**src/rtl/btn_press_ctrl_if.sv**
```systemverilog
// Button controller handshake bundle: button level and enable in, press/step events out.
interface btn_press_ctrl_if;
    logic btn_in;
    logic en;
    logic press_pulse;
    logic release_pulse;
    logic step_pulse;
    logic long_hold;

    modport master (
        output btn_in,
        output en,
        input  press_pulse,
        input  release_pulse,
        input  step_pulse,
        input  long_hold
    );

    modport slave (
        input  btn_in,
        input  en,
        output press_pulse,
        output release_pulse,
        output step_pulse,
        output long_hold
    );
endinterface

```
**src/rtl/btn_press_ctrl.sv**
```systemverilog
// Turns a debounced button level into press/release pulses and auto-repeating step pulses.
//
// state   | meaning
// --------+---------------------------------------------------------
// IDLE    | waiting for an armed 0->1 edge on btn_in
// PRESSED | button held, counting towards the hold threshold
// REPEAT  | long hold, step pulse every REPEAT_CYCLES
module btn_press_ctrl #(
    parameter int CNT_W         = 26,
    parameter int HOLD_CYCLES   = 50_000_000,
    parameter int REPEAT_CYCLES = 10_000_000
) (
    input  logic          cclk,
    input  logic          clr,
    btn_press_ctrl_if.slave bus
);

    localparam logic [1:0] IDLE    = 2'd0;
    localparam logic [1:0] PRESSED = 2'd1;
    localparam logic [1:0] REPEAT  = 2'd2;

    localparam logic [CNT_W-1:0] HOLD_TC   = CNT_W'(HOLD_CYCLES - 1);
    localparam logic [CNT_W-1:0] REPEAT_TC = CNT_W'(REPEAT_CYCLES - 1);
    localparam logic [CNT_W-1:0] CNT_ONE   = CNT_W'(1);

    logic [1:0]       state;
    logic [CNT_W-1:0] cnt;
    logic             btn_q;
    logic             press_r;
    logic             release_r;
    logic             step_r;
    logic             long_r;

    // btn_q resets high so a button held through reset or disable is not taken as a press.
    always_ff @(posedge cclk or posedge clr) begin
        if (clr) begin
            state     <= IDLE;
            cnt       <= '0;
            btn_q     <= 1'b1;
            press_r   <= 1'b0;
            release_r <= 1'b0;
            step_r    <= 1'b0;
            long_r    <= 1'b0;
        end else begin
            btn_q     <= bus.btn_in;
            press_r   <= 1'b0;
            release_r <= 1'b0;
            step_r    <= 1'b0;
            if (!bus.en) begin
                state  <= IDLE;
                cnt    <= '0;
                long_r <= 1'b0;
            end else begin
                case (state)
                    IDLE: begin
                        if (bus.btn_in && !btn_q) begin
                            state   <= PRESSED;
                            cnt     <= '0;
                            press_r <= 1'b1;
                            step_r  <= 1'b1;
                        end
                    end
                    PRESSED: begin
                        if (!bus.btn_in) begin
                            state     <= IDLE;
                            release_r <= 1'b1;
                            cnt       <= '0;
                        end else if (cnt == HOLD_TC) begin
                            state  <= REPEAT;
                            step_r <= 1'b1;
                            long_r <= 1'b1;
                            cnt    <= '0;
                        end else begin
                            cnt <= cnt + CNT_ONE;
                        end
                    end
                    REPEAT: begin
                        // release wins over a coincident terminal count
                        if (!bus.btn_in) begin
                            state     <= IDLE;
                            release_r <= 1'b1;
                            long_r    <= 1'b0;
                            cnt       <= '0;
                        end else if (cnt == REPEAT_TC) begin
                            step_r <= 1'b1;
                            cnt    <= '0;
                        end else begin
                            cnt <= cnt + CNT_ONE;
                        end
                    end
                    default: begin
                        state  <= IDLE;
                        cnt    <= '0;
                        long_r <= 1'b0;
                    end
                endcase
            end
        end
    end

    assign bus.press_pulse   = press_r;
    assign bus.release_pulse = release_r;
    assign bus.step_pulse    = step_r;
    assign bus.long_hold     = long_r;

endmodule

```
**src/flat_wrapper.sv**
```systemverilog
// flat-port wrapper written by rule: the top's interface ports become plain ports
module btn_press_ctrl_flat 
#(
    parameter int CNT_W         = 26,
    parameter int HOLD_CYCLES   = 50_000_000,
    parameter int REPEAT_CYCLES = 10_000_000
)
  (cclk, clr, bus_btn_in, bus_en, bus_press_pulse, bus_release_pulse, bus_step_pulse, bus_long_hold);
  btn_press_ctrl_if bus_i ();
  input  logic cclk;
  input  logic clr;
  input wire logic [$bits(bus_i.btn_in)-1:0] bus_btn_in;
  input wire logic [$bits(bus_i.en)-1:0] bus_en;
  output wire logic [$bits(bus_i.press_pulse)-1:0] bus_press_pulse;
  output wire logic [$bits(bus_i.release_pulse)-1:0] bus_release_pulse;
  output wire logic [$bits(bus_i.step_pulse)-1:0] bus_step_pulse;
  output wire logic [$bits(bus_i.long_hold)-1:0] bus_long_hold;
  assign bus_i.btn_in = bus_btn_in;
  assign bus_i.en = bus_en;
  assign bus_press_pulse = bus_i.press_pulse;
  assign bus_release_pulse = bus_i.release_pulse;
  assign bus_step_pulse = bus_i.step_pulse;
  assign bus_long_hold = bus_i.long_hold;
  btn_press_ctrl #(.CNT_W(CNT_W), .HOLD_CYCLES(HOLD_CYCLES), .REPEAT_CYCLES(REPEAT_CYCLES)) u_core (.cclk(cclk), .clr(clr), .bus(bus_i));
endmodule
```
**config.mk**
```make
export PLATFORM = sky130hd
export DESIGN_NAME = btn_press_ctrl_flat
export DESIGN_NICKNAME = d
export VERILOG_FILES = /design/src/rtl/btn_press_ctrl_if.sv /design/src/rtl/btn_press_ctrl.sv /design/src/flat_wrapper.sv
export SDC_FILE = /design/constraint.sdc
export NUM_CORES = 1
export LEC_CHECK = 0
export ABC_AREA = 0
export ABC_CLOCK_PERIOD_IN_PS = 4950
export BUFFER_PORTS_ARGS = -buffer_cell sky130_fd_sc_hd__buf_2
export CAP_MARGIN = 20
export CORE_ASPECT_RATIO = 0.9
export CORE_MARGIN = 4
export CORE_UTILIZATION = 65
export DETAILED_ROUTE_END_ITERATION = 6
export PLACE_DENSITY = 0.79
export SKIP_CTS_REPAIR_TIMING = 1
export SLEW_MARGIN = 40
export SYNTH_ARGS = -nofsm -noshare
export SYNTH_HDL_FRONTEND = slang
export SYNTH_SLANG_ARGS = --single-unit
```
**constraint.sdc**
```tcl
create_clock -name cclk -period 4.95 [get_ports cclk]
set_clock_uncertainty 0.05 [all_clocks]
set_input_delay 0 -clock cclk [delete_from_list [all_inputs] [get_ports cclk]]
set_output_delay 0 -clock cclk [all_outputs]
set_load 0.005 [all_outputs]
```
======== Word-level counts from Yosys, hierarchy flattened ========
Index checks and enable logic that the tools add are counted.
Widths: inputs -> output; s select.
operators by class
  reduce and logical (&&, ||, !) cells .... 6
  multiplexer cells ....................... 30
  $add $sub $neg .......................... 1
  equal/unequal tests ..................... 10
operators by type and width
  cell                   count
  $mux 26                6
  $pmux 26 s3            1
  $add 26x1->26 const B  1
  $eq 26x24->1 const B   1
  $eq 26x26->1 const B   1
  $mux 1                 15
  $mux 2                 5
  $ne 3x2->1 const B     2
  $ne 3x3->1 const B     2
  $pmux 1 s3             2
  $pmux 2 s3             1
  $ne 4x3->1 const B     1
  $reduce_and 4->1       1
  $reduce_and 3->1       1
  $eq 2x1->1 const B     1
  $eq 2x2->1 const B     1
  $logic_not 2->1        1
  $ne 2x2->1 const B     1
  $reduce_or 2->1        1
  $logic_and 1x1->1      1
  $logic_not 1->1        1
word-level totals
  word-level logic and storage cells ...... 54
  output and inout bits ................... 4
  bits in registers ....................... 33
  input bits .............................. 4

======== Logic depth before layout (Yosys ltp) ========
  depth in word-level cells ............... 5
  depth in mapped cells ................... 9
  gate-level depth less buffers ........... 7

======== Least setup slack after synthesis ========
OpenSTA, ideal clock, no wires.
  path kind ............................... register to register
  from .................................... register u_core.cnt[16]
  to ...................................... register u_core.cnt[10]
  required time ........................... 4.768 ns
  path slack .............................. 2.795 ns
  period minus slack after synthesis ...... 2.155 ns
  arrival time ............................ 1.972 ns
  stages on the path, launching flop included .. 7
  buffers on the path ..................... 1
  library setup time ...................... 0.132 ns
  cells stage by stage .................... dfrtp_1 > or4_1 > nor4_4 > a211oi_1 > clkbuf_1 > o21ai_0 > o211ai_1
on the way
  cells in the longest elaborated chain, start to end .. 5
  elaborated cells between the ends (all ways) .. 8
  those cells by class .................... 2 x eq/ne; 6 x mux
ends and longest elaborated chain
  item                                          RTL line                                    RTL
  start, declared                               btn_press_ctrl.sv:27                        logic [CNT_W-1:0] cnt;
  start signal, assigned                        btn_press_ctrl.sv:74                        cnt <= cnt + CNT_ONE;
  start signal, assigned                        btn_press_ctrl.sv:88                        cnt <= cnt + CNT_ONE;
  $eq 26x24->1 or $eq 26x26->1 (tied branches)  btn_press_ctrl.sv:84, btn_press_ctrl.sv:68
  $mux 26, on equally long branches             btn_press_ctrl.sv:84, btn_press_ctrl.sv:68
  $mux 26, on equally long branches             btn_press_ctrl.sv:79, btn_press_ctrl.sv:64
  $pmux 26 s3 (*)                               btn_press_ctrl.sv:54                        case (state)
  $mux 26 (*)                                   btn_press_ctrl.sv:49                        if (!bus.en) begin
Every way passes the cells marked *; elsewhere a longest branch is shown, timed or not.
A chain may end at the register's enable or synchronous reset.

======== Worst setup path in the final report ========
  from .................................... register u_core.cnt[16]
  to ...................................... register u_core.cnt[11]
Same word-level chain as after synthesis.

==> impl_metrics.toml <==
[status]
status = "complete, no violations"

[clocking]
htree_levels = 2
clock_latency_ps = 350
numCtsBuffers = 5
root_buffer = "clkbuf_4"
tritoncts = "built"
cts.clk_slew.worst_paths_ps = 100
cts_buffer_depth = 2
clock-sinks = 33

[yosys]
synth_seq_area_share_pct = 38.8
synth_area_sq_um = 2130
synth_area_per_cell_sq_um = 8.43
yosysWarningCount = 0
ys_types = 46
synth_ff_type = "dfrtp_1"
async_reset_ff_share_pct = 100
synth_nets = 262
ys_ff_latch = 33
synth-edff-count = 0
synthCells = 253

[floorplanning]
initial_core_util_pct = 69.0
die_area_sq_um = 4260
core_sq_um = 3090
die_h_microns = 62.3
ios = 8
rows = 19
dieWidth_microns = 68.4

[layout]
register_area_sq_um = 827
final_nets = 268
syn_to_final_growth_pct = 7.22
finish.instance_area_sq_um = 2290
diodes = 0
drive_gt1_share_pct = 12.4
multi_input_area_sq_um = 1240
layout.filler_cells = 220
final_cells = 301

[sta]
hold_slack_ps = 229
max_freq_mhz = 370
post-route-period-util_pct = 54.5
layout_min_cycle_time_ps = 2700
max-slew-margin-rel_pct = 46.4
finalSetupViolCount = 0
rsz0062_at_grt = "no"
finalSetupTns_ps = 0
final-hold-violation-count = 0
slew_violations = 0
tightest_slew_ps = 803

[global_routing]
grt_use_total_pct = 27.2
grt_pass1_vias = 1960
grt_pass1_wl_microns = 9010
gr-total-overflow = 0
grt_start_max_net_pins = 36
antenna_found_initial = 0

[worst_setup_path]
cp.required_ps = 5110
cp_data_arrival_time_ps = 2860
regToRegSetupSlack_ps = 2250
crit_path_end_kind = "flop"
path_cells = "or4_1 -> nor4_4 -> a211oi_2 -> nor2_2 -> o311ai_0"
cpPeakStageDelay_ps = 600
worst_setup_path_start_kind = "flop"
crit_path_max_fanout = 14
cp_slowest_cell = "or4_1"
path_class = "reg -> reg"

[place]
dpl.cell_count = 291
placed_area_sq_um = 2190
routabilityCongestion = 0.924
port_buffers = 7
hpwl_microns = 3590

[route]
drcViolationCount = 0
routedWlPerCell_microns = 16.8
antenna_left = 0
wirelength_microns = 5040
drtIter0Drc = 259
vias = 2039
dr.pass1.iters = 5
vias_per_cell = 6.77

[power_and_ir_drop]
leakage_nw = 0.874
ir_drop_v = 0.000170
power_density_nw_per_um2 = 203

[min_path]
hold_class = "in -> async"

[flow_run]
maxCapViolations = 0
-- critical path, delay by kind of cell, from the launching register on --
family / cells / cell delay [ps]
flip-flops: 1 / 480
AND/OR/NAND/NOR: 3 / 1470
AO/OA/AOI/OAI: 2 / 550
-- per-stage QoR --
step	setup slack, ps	utilization, %	power [W]
6_report	2250	74.0	0.000465
5_1_grt	2050	74.0	0.000484
4_1_cts	2340	72.8	0.000464
3_5_place_dp	2360	71.0	0.000308
3_3_place_gp	2150	70.6	0.000306
2_1_floorplan	2800	-	0.000299
-- cell families (layout without fill, tap and decap cells) --
family	Yosys count	after routing	share of synthesized area, %
flip-flops	33	33	38.8
multiplexers	3	3	1.41
buffers and inverters	22	28	4.11
AO/OA/AOI/OAI	65	65	21.3
adder cells (fa/ha/maj)	5	5	2.93
AND/OR/NAND/NOR	125	125	31.5
-- cell type report --
| class | count | area share [%] |
|---|---|---|
| multi-input combinational | 198 | 54.1 |
| sequential | 33 | 36.2 |
| inverter | 9 | 1.48 |
| timing repair buffer | 12 | 3.50 |
| tap | 42 | 2.30 |
| clock buffer | 7 | 2.41 |
-- Yosys cell counts, types with 3 or more instances --
cell type	number	share of area (%)
and3_1	8	2.3
and4_1	4	1.6
clkbuf_1	11	1.9
dfrtp_1	32	38
ha_1	5	2.9
inv_1	9	1.6
mux2i_1	3	1.4
nand2_1	43	7.6
nand3_1	14	3.3
nand3b_1	3	1.1
nand4_1	9	2.6
nor2_1	14	2.5
nor3_1	3	0.70
o211ai_1	23	8.1
o21ai_0	20	4.7
o311ai_0	5	2.1
o31ai_1	3	1.1
or2_2	5	1.5
or3_1	5	1.5
-- metal layers --
layer	global-route usage [%]	part of all wire [%]
met5	0	0
met2	40.2	49
met3	5.23	6.4
met4	13.4	2.3
met1	37.6	42
-- path summary, 6_finish.rpt --
kind	startpoint	endpoint	depth (start not counted)
max	u_core.cnt[16]	u_core.cnt[11]	5
max reg2reg	u_core.cnt[16]	u_core.cnt[11]	5
min	clr	u_core.cnt[22]	4
min reg2reg	u_core.bus.long_hold	u_core.bus.long_hold	2
max in group asynchronous	clr	u_core.btn_q	4
min in group cclk	bus_btn_in	u_core.btn_q	2
-- report_power, final --
group          switching, W  internal, W
Combinational     0.0000220    0.0000102
Sequential       0.00000145     0.000272
Clock             0.0000921    0.0000670
-- state kept, by name (all words and copies together), names as in the netlist --
name                      count
u_core.cnt                   26
u_core.state                  2
u_core.btn_q                  1
u_core.bus.long_hold          1
u_core.bus.press_pulse        1
u_core.bus.release_pulse      1
u_core.bus.step_pulse         1
-- cells in the final DEF (no fill, tap or decap), drive strengths merged, types with 2 or more instances in the layout --
cell	Yosys	routed
a211oi	2	2
nor3	3	3
nor2b	2	2
o211ai	23	23
ha	5	5
o31ai	3	3
nand3	14	14
nor4b	2	2
nand3b	3	3
clkbuf	11	7
nor4	3	3
and4	4	4
o21ai	20	20
nand2	44	44
nor2	16	16
buf	2	9
or3	5	5
and3	8	8
mux2i	3	3
o311ai	5	5
a21oi	4	4
and2	2	2
nand4	9	9
dfrtp	32	32
or2	5	5
inv	9	9
dlygate4sd3	0	3
Power figures use the tool's default switching activity.
